$ cat src/rtl/rtc_bus_scheduler.sv
// Arbitrates the RTC write/clear unit and the RTC read unit over one shared parallel bus.
// One job at a time: load the instruction counter, run until done or watchdog, then idle the bus.
module rtc_bus_scheduler #(
   parameter int unsigned READ_PERIOD = 1000000,
   parameter int unsigned TIMEOUT     = 4096,
   parameter int unsigned GAP_CYCLES  = 4
) (
   input  logic       i_clk,
   input  logic       i_rst_n,
   input  logic       i_req_clear,
   input  logic       i_req_write,
   input  logic       i_listo_limpia,
   input  logic       i_listo_es,
   input  logic       i_listo_lee,
   output logic       o_en_es,
   output logic       o_up_es,
   output logic       o_ld_1,
   output logic       o_ld_2,
   output logic       o_en_lee,
   output logic [1:0] o_bus_sel,
   output logic       o_busy,
   output logic       o_ack_clear,
   output logic       o_ack_write,
   output logic       o_ack_read,
   output logic       o_err_timeout
);

   localparam int unsigned PeriodW = (READ_PERIOD > 1) ? $clog2(READ_PERIOD) : 1;
   localparam int unsigned WdogW   = (TIMEOUT > 1) ? $clog2(TIMEOUT) : 1;
   localparam int unsigned GapW    = (GAP_CYCLES > 1) ? $clog2(GAP_CYCLES) : 1;
   localparam logic [PeriodW-1:0] PeriodLast = PeriodW'(READ_PERIOD - 1);
   localparam logic [WdogW-1:0]   WdogLast   = WdogW'(TIMEOUT - 1);
   localparam logic [GapW-1:0]    GapLast    = GapW'(GAP_CYCLES - 1);

   typedef enum logic [2:0] {StIdle, StLoad, StRun, StDone, StGap} state_e;
   typedef enum logic [1:0] {JobClear, JobWrite, JobRead} job_e;

   state_e             r_state;
   job_e               r_job;
   logic               r_pend_c, r_pend_w, r_pend_r;
   logic [PeriodW-1:0] r_period;
   logic [WdogW-1:0]   r_wdog;
   logic [GapW-1:0]    r_gap;
   logic               r_en_es, r_up_es, r_ld_1, r_ld_2, r_en_lee, r_busy;
   logic [1:0]         r_bus_sel;
   logic               r_ack_clear, r_ack_write, r_ack_read, r_err_timeout;

   logic w_wrap, w_done, w_timeout, w_finish;
   logic w_clr_c, w_clr_w, w_clr_r;

   assign w_wrap = (r_period == PeriodLast);

   // Only the done flag of the running job counts; the others are ignored.
   always_comb begin
      w_done = 1'b0;
      unique case (r_job)
         JobClear: w_done = i_listo_limpia;
         JobWrite: w_done = i_listo_es;
         JobRead:  w_done = i_listo_lee;
         default:  w_done = 1'b0;
      endcase
   end

   assign w_timeout = (r_state == StRun) && !w_done && (r_wdog == WdogLast);
   assign w_finish  = (r_state == StDone) || w_timeout;
   assign w_clr_c   = w_finish && (r_job == JobClear);
   assign w_clr_w   = w_finish && (r_job == JobWrite);
   assign w_clr_r   = w_finish && (r_job == JobRead);

   always_ff @(posedge i_clk or negedge i_rst_n) begin
      if (!i_rst_n) begin
         r_state       <= StIdle;
         r_job         <= JobClear;
         r_pend_c      <= 1'b0;
         r_pend_w      <= 1'b0;
         r_pend_r      <= 1'b0;
         r_period      <= '0;
         r_wdog        <= '0;
         r_gap         <= '0;
         r_en_es       <= 1'b0;
         r_up_es       <= 1'b0;
         r_ld_1        <= 1'b0;
         r_ld_2        <= 1'b0;
         r_en_lee      <= 1'b0;
         r_busy        <= 1'b0;
         r_bus_sel     <= 2'b00;
         r_ack_clear   <= 1'b0;
         r_ack_write   <= 1'b0;
         r_ack_read    <= 1'b0;
         r_err_timeout <= 1'b0;
      end else begin
         // A new request in the clearing cycle keeps its flag set.
         r_pend_c <= i_req_clear | (r_pend_c & ~w_clr_c);
         r_pend_w <= i_req_write | (r_pend_w & ~w_clr_w);
         r_pend_r <= w_wrap | (r_pend_r & ~w_clr_r);
         r_period <= w_wrap ? '0 : r_period + PeriodW'(1);

         r_ld_1        <= 1'b0;
         r_ld_2        <= 1'b0;
         r_ack_clear   <= 1'b0;
         r_ack_write   <= 1'b0;
         r_ack_read    <= 1'b0;
         r_err_timeout <= 1'b0;

         unique case (r_state)
            StIdle: begin
               if (r_pend_c || r_pend_w || r_pend_r) begin
                  r_state <= StLoad;
                  r_busy  <= 1'b1;
                  if (r_pend_c) begin
                     r_job     <= JobClear;
                     r_ld_1    <= 1'b1;
                     r_bus_sel <= 2'b01;
                  end else if (r_pend_w) begin
                     r_job     <= JobWrite;
                     r_ld_2    <= 1'b1;
                     r_bus_sel <= 2'b01;
                  end else begin
                     r_job     <= JobRead;
                     r_bus_sel <= 2'b10;
                  end
               end
            end
            StLoad: begin
               r_state <= StRun;
               r_wdog  <= '0;
               if (r_job == JobRead) begin
                  r_en_lee <= 1'b1;
               end else begin
                  r_en_es <= 1'b1;
                  r_up_es <= 1'b1;
               end
            end
            StRun: begin
               if (w_done) begin
                  r_state     <= StDone;
                  r_en_es     <= 1'b0;
                  r_up_es     <= 1'b0;
                  r_en_lee    <= 1'b0;
                  r_ack_clear <= (r_job == JobClear);
                  r_ack_write <= (r_job == JobWrite);
                  r_ack_read  <= (r_job == JobRead);
               end else if (w_timeout) begin
                  r_state       <= StGap;
                  r_gap         <= '0;
                  r_en_es       <= 1'b0;
                  r_up_es       <= 1'b0;
                  r_en_lee      <= 1'b0;
                  r_bus_sel     <= 2'b00;
                  r_err_timeout <= 1'b1;
               end else begin
                  r_wdog <= r_wdog + WdogW'(1);
               end
            end
            StDone: begin
               r_state   <= StGap;
               r_gap     <= '0;
               r_bus_sel <= 2'b00;
            end
            StGap: begin
               if (r_gap == GapLast) begin
                  r_state <= StIdle;
                  r_busy  <= 1'b0;
               end else begin
                  r_gap <= r_gap + GapW'(1);
               end
            end
            default: r_state <= StIdle;
         endcase
      end
   end

   assign o_en_es       = r_en_es;
   assign o_up_es       = r_up_es;
   assign o_ld_1        = r_ld_1;
   assign o_ld_2        = r_ld_2;
   assign o_en_lee      = r_en_lee;
   assign o_bus_sel     = r_bus_sel;
   assign o_busy        = r_busy;
   assign o_ack_clear   = r_ack_clear;
   assign o_ack_write   = r_ack_write;
   assign o_ack_read    = r_ack_read;
   assign o_err_timeout = r_err_timeout;

endmodule
$ cat config.mk
export PLATFORM = sky130hd
export DESIGN_NAME = rtc_bus_scheduler
export DESIGN_NICKNAME = d
export VERILOG_FILES = /design/src/rtl/rtc_bus_scheduler.sv
export SDC_FILE = /design/constraint.sdc
export NUM_CORES = 1
export LEC_CHECK = 0
export ABC_AREA = 1
export CAP_MARGIN = 10
export CORE_MARGIN = 5
export CORE_UTILIZATION = 54
export DETAILED_ROUTE_END_ITERATION = 8
export HOLD_SLACK_MARGIN = 0.06
export PLACE_DENSITY = 0.75
export SETUP_SLACK_MARGIN = 0.05
export SKIP_CTS_REPAIR_TIMING = 1
export SLEW_MARGIN = 30
export SYNTH_ARGS = -nofsm -noshare
export SYNTH_HDL_FRONTEND = slang
export SYNTH_SLANG_ARGS = --single-unit
$ cat constraint.sdc
create_clock -name i_clk -period 2.3 [get_ports i_clk]
set_input_delay 0.345 -clock i_clk [delete_from_list [all_inputs] [get_ports i_clk]]
set_output_delay 0.345 -clock i_clk [all_outputs]
set_load 0.05 [all_outputs]
==> results of run 1 <==
## cells in the final DEF (no fill, tap or decap)
master             n
nand2_1          109
a22oi_1            2
xnor2_1            5
clkdlybuf4s50_1   17
o211ai_1           1
a31o_2             2
nor3b_1            1
dfrtp_1           53
clkbuf_8           5
nand3b_1           1
buf_2              1
nor2_1            66
clkinv_2           2
nand2_2            2
nor3_1             4
ha_1               3
o22ai_1            1
or2_2              1
a21oi_1            3
xor2_1            12
nor2_2             1
nand3_2            1
nand4_1            6
clkbuf_1           1
o21ai_4            1
nor2_4             2
buf_4              2
nand3_1           29
o21bai_1           2
a31oi_1            1
inv_1             41
o21ai_0            7
nor4_1             1
## power groups by stage
stage | combinational [µW] | sequential (µW) | clock, µW
2_1_floorplan | 486 | 1280 | 0
3_3_place_gp | 870 | 1140 | 0
3_5_place_dp | 878 | 1140 | 0
4_1_cts | 880 | 1120 | 514
5_1_grt | 963 | 1140 | 555
6_report | 879 | 1120 | 499
## cell usage after synthesis
master,number,share of area [%]
o22ai_1,1,0.23
buf_2,1,0.18
a31oi_1,1,0.23
nor3b_1,1,0.27
o21ai_4,1,0.59
nand3_2,1,0.36
buf_6,1,0.41
nand3_1,29,5.2
o211ai_1,1,0.27
nand3b_1,1,0.27
ha_1,3,1.4
clkbuf_1,1,0.14
a31o_2,2,0.63
a22oi_1,2,0.54
nand2_1,109,15
dfrtp_1,53,48
buf_4,1,0.27
o21ai_0,7,1.3
xnor2_1,5,1.6
nor4_1,1,0.23
o21bai_1,2,0.54
nor3_1,4,0.72
nand4_1,6,1.4
or2_2,1,0.23
nor2_2,1,0.23
a21oi_1,3,0.54
nor2_1,66,9.0
inv_1,41,5.6
nand2_2,2,0.45
xor2_1,12,3.8
nor2_4,2,0.81
## area by class of cell
type                       instances  area (µm²)  area share, %
inverter                          41         154           4.97
tap                               70        87.6           2.83
sequential                        53        1330           42.8
clock inverter                     2        10.0          0.323
multi-input combinational        264        1260           40.6
clock buffer                       6        72.6           2.34
timing repair buffer              20         190           6.14
## critical path: stages, from the launching register on
cell,delay (ns)
dfrtp_1,0.43
ha_1,0.23
nand3_2,0.13
nor2_4,0.16
nand2_2,0.09
o21ai_4,0.41
nand2_2,0.23
nand2_1,0.13
nand2_1,0.05
## per-layer routing
layer	part of all wire (%)	vias to the layer above
met4	1.1	0
met2	48	53
met3	4.3	7
li1	-	1183
met5	0	-
met1	47	1066
## stage by stage
stage                     instance area, µm²  util (%)  total power [µW]  hold slack [ns]
final                                   3100      61.5              2500            0.140
after global routing                    3100      61.5              2660            0.196
after CTS                               3100      61.5              2520            0.164
after detailed placement                3020      59.8              2020            0.471
after global placement                  3020      59.8              2010            0.454
after floorplan                         2770         -              1770           0.0494
## sequential cells by signal, indices dropped and copies added, names as in the netlist, 2 cells and up
signal / count
r_job: 2
r_wdog: 12
r_gap: 2
r_period: 20
o_bus_sel: 2
r_state: 3
## final timing paths
kind                       slack [ns]  cells past startpoint                    end
max in group asynchronous        1.73                      2  r_period[5]$_DFF_PN0_
min                              0.14                      2    o_up_es$_DFFE_PN0P_
max                              0.34                      8  r_wdog[9]$_DFFE_PN0P_
min reg2reg                      0.48                      1  r_period[0]$_DFF_PN0_
max reg2reg                      0.34                      8  r_wdog[9]$_DFFE_PN0P_
min in group i_clk               0.48                      1  r_period[0]$_DFF_PN0_
## cells by family after synthesis
logic type      synth area share (%)
compound gates                  4.84
xor+xnor                        5.38
fa+ha+maj                       1.36
buf+inv                         6.56
flops                           47.9
simple gates                    33.9
==> run summary, run 1 <==
OUTCOME
-------------------------------------------------------------------------------------------
Run status ................................................................... finished clean

FLOORPLAN
-------------------------------------------------------------------------------------------
# rows .......................................................................           26
Count of boundary I/O pins ...................................................           19
Initial Utilization ..........................................................        54.9%
Total Die Area ...............................................................     6650 µm²
DIE HEIGHT ...................................................................      81.6 µm
CORE AREA ....................................................................     5040 µm²
Horizontal extent of the die .................................................      81.6 µm

SYNTH
-------------------------------------------------------------------------------------------
Mapped Avg Cell Area .........................................................     7.64 µm²
Number of standard cells after synthesis .....................................          362
Number of distinct standard cells referenced by the synthesized netlist ......           31
Portion of the post-synthesis area used by sequential elements ...............        47.9%
Synthesized net count ........................................................          372
Synthesis-stage register bit count ...........................................           53
Synthesized area .............................................................     2770 µm²
YS warnings ..................................................................            0

LAYOUT
-------------------------------------------------------------------------------------------
Area growth, synth to finish .................................................        12.0%
Total Nets Final .............................................................          395
Diode insertion count for antenna repair .....................................            0
Layout cells sized above 1 ...................................................        5.18%
Number of cells in the finished layout apart from fillers ....................          456
Count of filler cells inserted in the layout .................................          447

PWR
-------------------------------------------------------------------------------------------
Combinational cell fraction of total power ...................................        35.1%
Leakage component of the power ...............................................   0.00149 µW
Register share of total power ................................................        44.9%
Net Sw Power .................................................................       997 µW
Int Power ....................................................................      1500 µW
Clock network fraction of design power .......................................        19.9%
Switch share .................................................................        39.9%
Power density of the placed cells ............................................   807 nW/µm²
Maximum ir drop on the vdd rail ..............................................     0.394 mV

PLACEMENT
-------------------------------------------------------------------------------------------
Global placer's final weighted congestion ....................................        0.827
Minimum setup slack after placement ..........................................     0.357 ns
Count of buffers inserted at the top-level ports .............................           18
Placed wire-length estimate after detailed placement .........................      4100 µm
Cell count after placement ...................................................          448

SETUP PATH
-------------------------------------------------------------------------------------------
Largest fanout of any net on the critical path ...............................           18
Required time at the endpoint of the critical path ...........................      2.50 ns
Startpoint of the worst register-to-register path ............................ r_wdog[0]$_DFFE_PN0P_
Critical Path Sink Type ......................................................    flip-flop
Data arrival time of the critical path .......................................      2.16 ns
Worst setup path category .................................................... flip-flop to flip-flop
Kind of launch point of the worst setup path .................................    flip-flop
Launch point of the critical path ............................................ r_wdog[0]$_DFFE_PN0P_

CLOCK NETWORK
-------------------------------------------------------------------------------------------
TritonCTS clock tree .........................................................          yes
Worst skew pair latency ......................................................      0.31 ns
H-tree levels ................................................................            2
Clock-pin slew on the worst setup and hold paths .............................      0.10 ns
Number of buffers on the longest clock path ..................................            2
Total clock buffers created by CTS ...........................................            5
CTS Root Buffer Type .........................................................     clkbuf_8
Number of sinks on the clock net .............................................           53

GLOBAL ROUTE
-------------------------------------------------------------------------------------------
Met2 global-route usage ......................................................        30.5%
Maximum number of pins on one net before global-route repair .................           54
Wire length of the first global-routing pass .................................      9660 µm
Met3 demand-to-capacity share in global routing ..............................        4.06%
Global route total overflow ..................................................            0
Antenna violations before repair .............................................            0
Vias in the first global route ...............................................         2178
Met1 demand-to-capacity share in global routing ..............................        25.4%
GRT Resource Usage Total .....................................................        18.7%
Global route hottest layer ...................................................         met2

DETAILED ROUTING
-------------------------------------------------------------------------------------------
Post-detailed-route count of antenna-violating nets ..........................            0
DRC violation count after routing ............................................            0
DRT Pass-1 Iters .............................................................            4
Number of design-rule violations left by the first detailed-router iteration .          226
Via count of the routed design ...............................................         2309
Total routed wirelength ......................................................      5580 µm
Per-cell routed wire length ..................................................      12.2 µm
Via-to-Cell Ratio ............................................................         5.06

STA
-------------------------------------------------------------------------------------------
Setup_tns ....................................................................         0 ns
Period utilization ...........................................................        85.4%
Final setup violation count ..................................................            0
Post-route clock skew ........................................................    0.0119 ns
Final hold violation count ...................................................            0
Headroom to the max-slew limit ...............................................        57.4%
Actual transition at the worst max-transition pin ............................     0.639 ns
Pins Over Slew Limit .........................................................            0
FMAX .........................................................................      509 MHz
Time the final worst path needs with I/O delays and setup ....................      1.96 ns
Post-route worst setup slack .................................................     0.337 ns
Setup repair after global routing missed its margin ..........................        false

FLOW RUN
-------------------------------------------------------------------------------------------
Max Cap Violations ...........................................................            0

HOLD PATH
-------------------------------------------------------------------------------------------
Class of the most critical hold timing path .................................. input port to async pin

No activity file was read; power rests on OpenSTA's default activity.
==> run 2, diff against run 1 <==
--- a/config.mk
+++ b/config.mk
@@ -5,13 +5,12 @@
 export SDC_FILE = /design/constraint.sdc
 export NUM_CORES = 1
 export LEC_CHECK = 0
-export ABC_AREA = 1
 export CAP_MARGIN = 10
 export CORE_MARGIN = 5
 export CORE_UTILIZATION = 54
 export DETAILED_ROUTE_END_ITERATION = 8
 export HOLD_SLACK_MARGIN = 0.06
-export PLACE_DENSITY = 0.75
+export PLACE_DENSITY = 0.76
 export SETUP_SLACK_MARGIN = 0.05
 export SKIP_CTS_REPAIR_TIMING = 1
 export SLEW_MARGIN = 30
==> run 2 against run 1 <==
Net effect: critical path depth shrank 2; area after synthesis shrank 11%; worst hold slack gained 0.31 ns; final area shrank 7.7%; register-to-register slack lost 0.05 ns; die area shrank 9.5%; wire length shrank 17%; core utilization grew 3.8 points; sequential share of layout area grew 3.6 points; sequential power grew 8%; count of clock-buffer cells in the layout is the same; synthesized cell count shrank 34%; critical path type unchanged.
==> run summary, run 2 <==
LAYOUT
-------------------------------------------------------------------------------------------
Most common library cell in the layout ignoring fill and taps ................      dfrtp_1
Area growth, synth to finish .................................................        15.9%
Flip-flop count of the largest register after layout .........................           20
Total Nets Final .............................................................          278
Register with the most flip-flops ............................................     r_period
Number of cells in the finished layout apart from fillers ....................          321
Count of filler cells inserted in the layout .................................          348
Commonest non-fill, non-tap cells in the layout .............................. 53 x dfrtp_1, 30 x nor2_1, 28 x nand2_1, 17 x nand3_1, 17 x clkdlybuf4s50_1
Largest regs ................................................................. r_period (20), r_wdog (12), r_state (3)
Diode insertion count for antenna repair .....................................            0
Layout cells sized above 1 ...................................................        10.8%

STA
-------------------------------------------------------------------------------------------
Headroom to the max-slew limit ...............................................        65.0%
FMAX .........................................................................      496 MHz
Final hold violation count ...................................................            0
Post-route clock skew ........................................................    0.0141 ns
Period utilization ...........................................................        87.7%
Setup repair after global routing missed its margin ..........................        false
Post-route worst setup slack .................................................     0.283 ns
Pins Over Slew Limit .........................................................            0
Final setup violation count ..................................................            0
Time the final worst path needs with I/O delays and setup ....................      2.02 ns
Setup_tns ....................................................................         0 ns
Actual transition at the worst max-transition pin ............................     0.523 ns

PWR
-------------------------------------------------------------------------------------------
Register share of total power ................................................        46.2%
Power density of the placed cells ............................................   919 nW/µm²
Leakage component of the power ...............................................   0.00132 µW
Maximum ir drop on the vdd rail ..............................................     0.726 mV
Switch share .................................................................        38.4%
Combinational cell fraction of total power ...................................        32.7%
Clock network fraction of design power .......................................        21.1%
Net Sw Power .................................................................      1010 µW
Int Power ....................................................................      1620 µW

SETUP PATH
-------------------------------------------------------------------------------------------
Required time at the endpoint of the critical path ...........................      2.48 ns
Largest stage delay on the critical path .....................................      0.44 ns
Depth of the most critical reg-to-reg path ...................................            6
Ordered cell list for the critical path ...................................... ha_1, nand4_2, nor4_4, a21oi_1, nor3b_2, o21ai_1
Worst setup path category .................................................... flip-flop to flip-flop
Data arrival time of the critical path .......................................      2.20 ns
Critical Path Sink Type ......................................................    flip-flop
Largest fanout of any net on the critical path ...............................            8
Slowest library cell on the worst path .......................................      nor3b_2
Kind of launch point of the worst setup path .................................    flip-flop

SYNTH
-------------------------------------------------------------------------------------------
Most used standard cells in the synthesized netlist .......................... 53 x dfrtp_1, 30 x nor2_1, 28 x nand2_1, 17 x nand3_1, 11 x a21oi_1
Mapped Avg Cell Area .........................................................     10.4 µm²
Synthesized net count ........................................................          248
Portion of the post-synthesis area used by sequential elements ...............        53.7%
Most used flip-flop cell after synthesis .....................................      dfrtp_1
Number of standard cells after synthesis .....................................          238
Share of flip-flops with an asynchronous set or reset ........................         100%
YS warnings ..................................................................            0
Leading cell type by number of instances after synthesis .....................      dfrtp_1
Post-synthesis cell type with the largest combined area ......................      dfrtp_1
Synthesis-stage register bit count ...........................................           53
Share of the synthesized area in the top cell type ...........................        53.7%
Synthesized area .............................................................     2470 µm²
Number of distinct standard cells referenced by the synthesized netlist ......           47
Cells taking the most area after synthesis ................................... dfrtp_1 54%, nor2_1 4.6%, nand2_1 4.3%, xnor2_1 3.5%, xor2_1 3.5%
EDFF count, synth ............................................................            0

DETAILED ROUTING
-------------------------------------------------------------------------------------------
DRC violation count after routing ............................................            0
Via-to-Cell Ratio ............................................................         5.47
Number of design-rule violations left by the first detailed-router iteration .          130
Per-cell routed wire length ..................................................      14.4 µm
Post-detailed-route count of antenna-violating nets ..........................            0
Total routed wirelength ......................................................      4610 µm
Via count of the routed design ...............................................         1755
DRT Pass-1 Iters .............................................................            4

FLOORPLAN
-------------------------------------------------------------------------------------------
Horizontal extent of the die .................................................      77.6 µm
Initial Utilization ..........................................................        56.3%
CORE AREA ....................................................................     4380 µm²
# rows .......................................................................           24
Total Die Area ...............................................................     6020 µm²
DIE HEIGHT ...................................................................      77.6 µm
Count of boundary I/O pins ...................................................           19

CLOCK NETWORK
-------------------------------------------------------------------------------------------
TritonCTS clock tree .........................................................          yes
CTS Root Buffer Type .........................................................     clkbuf_8
Number of sinks on the clock net .............................................           53
Total clock buffers created by CTS ...........................................            5
Number of buffers on the longest clock path ..................................            2
H-tree levels ................................................................            2
Worst skew pair latency ......................................................      0.30 ns
Clock-pin slew on the worst setup and hold paths .............................      0.10 ns

GLOBAL ROUTE
-------------------------------------------------------------------------------------------
Vias in the first global route ...............................................         1808
GRT Resource Usage Total .....................................................        17.2%
Wire length of the first global-routing pass .................................      8470 µm
Global route total overflow ..................................................            0
Maximum number of pins on one net before global-route repair .................           27
Antenna violations before repair .............................................            0

OUTCOME
-------------------------------------------------------------------------------------------
Run status ................................................................... finished clean

HOLD PATH
-------------------------------------------------------------------------------------------
Class of the most critical hold timing path .................................. input port to async pin

PLACEMENT
-------------------------------------------------------------------------------------------
Count of buffers inserted at the top-level ports .............................           18
Global placer's final weighted congestion ....................................        0.794
Minimum setup slack after placement ..........................................     0.220 ns
Placed wire-length estimate after detailed placement .........................      3440 µm
Cell count after placement ...................................................          312

FLOW RUN
-------------------------------------------------------------------------------------------
Max Cap Violations ...........................................................            0

==> run 2: cell types whose count changed in the layout (fill, tap and decap cells not counted), moves of 3 or more <==
cell      delta
and2_1       +3
nand2b_1     +4
nand2_1     -81
a21oi_1      +8
o21ai_0      -4
and3_1       +5
buf_4        +7
inv_1       -36
xnor2_1      +5
nand3_1     -12
mux2i_1      +4
nor2_1      -36
==> run 2: area by class of cell <==
type	count	area, µm²	share of cell area (%)
sequential	53	1330	46.4
clock inverter	2	16.3	0.569
tap	52	65.1	2.27
multi-input combinational	175	1100	38.4
clock buffer	6	82.6	2.89
inverter	5	18.8	0.656
timing repair buffer	28	253	8.84
==> run 2: cell families (layout without fill, tap and decap cells) <==
family	Yosys count	in the layout	synth area share (%)
compound gates	29	29	7.81
xor+xnor	20	20	7.10
fa+ha+maj	3	3	1.52
buf+inv	10	41	1.77
flops	53	53	53.7
mux	5	5	2.23
simple gates	118	118	25.8
==> run 2: metal layers <==
metal | wire length [µm] | track usage (%) | vias up
met2 | 2190 | 26.1 | 25
met5 | 0 | 0 | -
met1 | 2220 | 24.4 | 843
li1 | - | - | 883
met3 | 154 | 4.40 | 4
met4 | 38 | 4.64 | 0
==> run 2: metrics by stage <==
step | instance area [µm²] | hold WS, ns | util [%] | total power [µW]
after global placement | 2750 | 0.219 | 62.8 | 2080
after CTS | 2850 | -0.109 | 65.0 | 2650
after global routing | 2860 | 0.441 | 65.2 | 2810
after detailed placement | 2750 | 0.221 | 62.8 | 2100
final | 2860 | 0.448 | 65.2 | 2630
after floorplan | 2470 | 0.0494 | - | 1820
==> run 2: power by group through the flow <==
stage	combinational (µW)	clock [µW]	sequential, µW
6_report	860	555	1210
5_1_grt	945	623	1240
4_1_cts	869	572	1210
3_5_place_dp	868	0	1230
3_3_place_gp	854	0	1230
2_1_floorplan	444	0	1380
==> run 2: critical path, delay by kind of cell, from the launching register on <==
family	cells	cell delay, ns
flops	1	0.40
simple gates	3	1.00
fa+ha+maj	1	0.21
compound gates	2	0.28
==> run 2: worst paths after layout <==
kind,start,end,slack (ns)
worst max-delay path,r_wdog[0]$_DFFE_PN0P_,r_gap[0]$_DFFE_PN0P_,0.28
max in group asynchronous,i_rst_n,r_wdog[11]$_DFFE_PN0P_,1.25
worst max register to register,r_wdog[0]$_DFFE_PN0P_,r_gap[0]$_DFFE_PN0P_,0.28
worst min-delay path,i_rst_n,r_period[5]$_DFF_PN0_,0.45
worst min register to register,r_period[0]$_DFF_PN0_,r_period[0]$_DFF_PN0_,0.49
min in group i_clk,r_period[0]$_DFF_PN0_,r_period[0]$_DFF_PN0_,0.49
==> run 3, diff against run 2 <==
--- a/config.mk
+++ b/config.mk
@@ -9,6 +9,7 @@
 export CORE_MARGIN = 5
 export CORE_UTILIZATION = 54
 export DETAILED_ROUTE_END_ITERATION = 8
+export GPL_TIMING_DRIVEN = 0
 export HOLD_SLACK_MARGIN = 0.06
 export PLACE_DENSITY = 0.76
 export SETUP_SLACK_MARGIN = 0.05
==> run 3 against run 2 <==
Net effect: setup slack worse by 0.038 ns; clock power up 13%; wire length down 3.0%; sequential power about the same; register-to-register slack worse by 0.04 ns; critical path depth unchanged; final cell count down 0.62%; final area up 0.22%; non-clock buffer count down 2.
==> run summary, run 3 (same netlist as run 2, synthesis figures left out) <==
LAYOUT
-------------------------------------------------------------------------------------------
Layout cells sized above 1 ...................................................        8.99%
Most common library cell in the layout ignoring fill and taps ................      dfrtp_1
Register with the most flip-flops ............................................     r_period
Total Nets Final .............................................................          276
Largest regs ................................................................. r_period (20), r_wdog (12), r_state (3)
Number of cells in the finished layout apart from fillers ....................          319
Core Util, Final .............................................................        65.4%
Count of filler cells inserted in the layout .................................          354
Commonest non-fill, non-tap cells in the layout .............................. 53 x dfrtp_1, 30 x nor2_1, 28 x nand2_1, 17 x nand3_1, 17 x clkdlybuf4s50_1
Flip-flop count of the largest register after layout .........................           20
Diode insertion count for antenna repair .....................................            0
Total area of multi-input combinational cells ................................     1100 µm²
Storage cell area ............................................................     1330 µm²
Area growth, synth to finish .................................................        16.1%

STA
-------------------------------------------------------------------------------------------
Post-route worst setup slack .................................................     0.245 ns
Actual transition at the worst max-transition pin ............................     0.833 ns
Final setup violation count ..................................................            0
Setup repair after global routing missed its margin ..........................        false
Headroom to the max-slew limit ...............................................        44.3%
FMAX .........................................................................      487 MHz
Worst slack on hold paths ....................................................     0.479 ns
Time the final worst path needs with I/O delays and setup ....................      2.05 ns
Pins Over Slew Limit .........................................................            0
Post-route clock skew ........................................................   0.00566 ns
Final hold violation count ...................................................            0
Period utilization ...........................................................        89.3%
Setup_tns ....................................................................         0 ns

SETUP PATH
-------------------------------------------------------------------------------------------
Largest fanout of any net on the critical path ...............................           10
Kind of launch point of the worst setup path .................................    flip-flop
Required time at the endpoint of the critical path ...........................      2.49 ns
Data arrival time of the critical path .......................................      2.25 ns
Critical Path Sink Type ......................................................    flip-flop
Worst setup path category .................................................... flip-flop to flip-flop

CLOCK NETWORK
-------------------------------------------------------------------------------------------
Number of buffers on the longest clock path ..................................            2
CTS Root Buffer Type .........................................................     clkbuf_8
Total clock buffers created by CTS ...........................................            5
H-tree levels ................................................................            2
Clock-pin slew on the worst setup and hold paths .............................      0.09 ns
TritonCTS clock tree .........................................................          yes
Number of sinks on the clock net .............................................           53
Worst skew pair latency ......................................................      0.30 ns

DETAILED ROUTING
-------------------------------------------------------------------------------------------
Per-cell routed wire length ..................................................      14.0 µm
Post-detailed-route count of antenna-violating nets ..........................            0
DRC violation count after routing ............................................            0
Via-to-Cell Ratio ............................................................         5.45
DRT Pass-1 Iters .............................................................            4
Number of design-rule violations left by the first detailed-router iteration .           84
Total routed wirelength ......................................................      4470 µm
Via count of the routed design ...............................................         1737

GLOBAL ROUTE
-------------------------------------------------------------------------------------------
GRT Resource Usage Total .....................................................        16.1%
Antenna violations before repair .............................................            0
Global route total overflow ..................................................            0
Vias in the first global route ...............................................         1781
Maximum number of pins on one net before global-route repair .................           35
Wire length of the first global-routing pass .................................      7960 µm

OUTCOME
-------------------------------------------------------------------------------------------
Run status ................................................................... finished clean

FLOORPLAN
-------------------------------------------------------------------------------------------
DIE HEIGHT ...................................................................      77.6 µm
CORE AREA ....................................................................     4380 µm²
Horizontal extent of the die .................................................      77.6 µm
Count of boundary I/O pins ...................................................           19
# rows .......................................................................           24
Total Die Area ...............................................................     6020 µm²
Initial Utilization ..........................................................        56.3%

PWR
-------------------------------------------------------------------------------------------
Leakage component of the power ...............................................   0.00131 µW
Maximum ir drop on the vdd rail ..............................................     0.718 mV
Power density of the placed cells ............................................   948 nW/µm²

PLACEMENT
-------------------------------------------------------------------------------------------
Cell count after placement ...................................................          309
Placed wire-length estimate after detailed placement .........................      3170 µm
Count of buffers inserted at the top-level ports .............................           18
Minimum setup slack after placement ..........................................    0.0713 ns
Global placer's final weighted congestion ....................................        0.779

FLOW RUN
-------------------------------------------------------------------------------------------
Max Cap Violations ...........................................................            0

HOLD PATH
-------------------------------------------------------------------------------------------
Class of the most critical hold timing path .................................. input port to async pin

## run 3: changes by cell type in the layout (fill, tap and decap cells not counted), sizes merged
cell / delta
buf: -4
bufinv: +1
clkbuf: +2
clkinv: +1
clkinvlp: -1
inv: -1
## run 3: final timing paths
kind | slack [ns] | end | cells past startpoint | from
worst max-delay path | 0.25 | r_period[5]$_DFF_PN0_ | 6 | r_period[0]$_DFF_PN0_
worst min-delay path | 0.48 | r_period[3]$_DFF_PN0_ | 2 | i_rst_n
worst max register to register | 0.25 | r_period[5]$_DFF_PN0_ | 6 | r_period[0]$_DFF_PN0_
worst min register to register | 0.49 | r_period[0]$_DFF_PN0_ | 1 | r_period[0]$_DFF_PN0_
max in group asynchronous | 1.37 | r_wdog[0]$_DFFE_PN0P_ | 3 | i_rst_n
min in group i_clk | 0.49 | r_period[0]$_DFF_PN0_ | 1 | r_period[0]$_DFF_PN0_
## run 3: routing by layer
metal,GRT usage [%],share of wire [%],vias to the layer above,wire length (µm)
met5,0,0,-,0
met2,26.2,48,24,2140
met1,21.5,48,837,2150
met3,4.05,3.5,2,157
li1,-,-,874,-
met4,3.95,0.49,0,22
## run 3: worst max-delay path, stage by stage, from the launching register on
cell and delay (ns):
dfrtp_1 0.40, ha_1 0.19, nand3_1 0.15, or2_2 0.36, nor3_1 0.46, buf_2 0.32, nor2_1 0.08
## run 3: cell type report
cell class / count / area share, %
buffer: 5 / 0.873
clock buffer: 6 / 2.53
clock inverter: 2 / 1.35
inverter: 5 / 0.655
multi-input combinational: 175 / 38.5
sequential: 53 / 46.3
tap: 52 / 2.27
timing repair buffer: 21 / 7.51
## run 3: per-stage QoR
stage | cell area (µm²) | power [µW]
floorplan | 2470 | 1820
global placement | 2710 | 2080
detailed placement | 2730 | 2100
CTS | 2840 | 2730
global route | 2870 | 2890
finish | 2870 | 2720
## run 3: report_power, final
| part | switching (µW) | internal [µW] | leakage (µW) |
|---|---|---|---|
| Clock | 299 | 327 | 0.0000554 |
| Sequential | 144 | 1060 | 0.000694 |
| Combinational | 560 | 322 | 0.000563 |
| Total | 1000 | 1710 | 0.00131 |
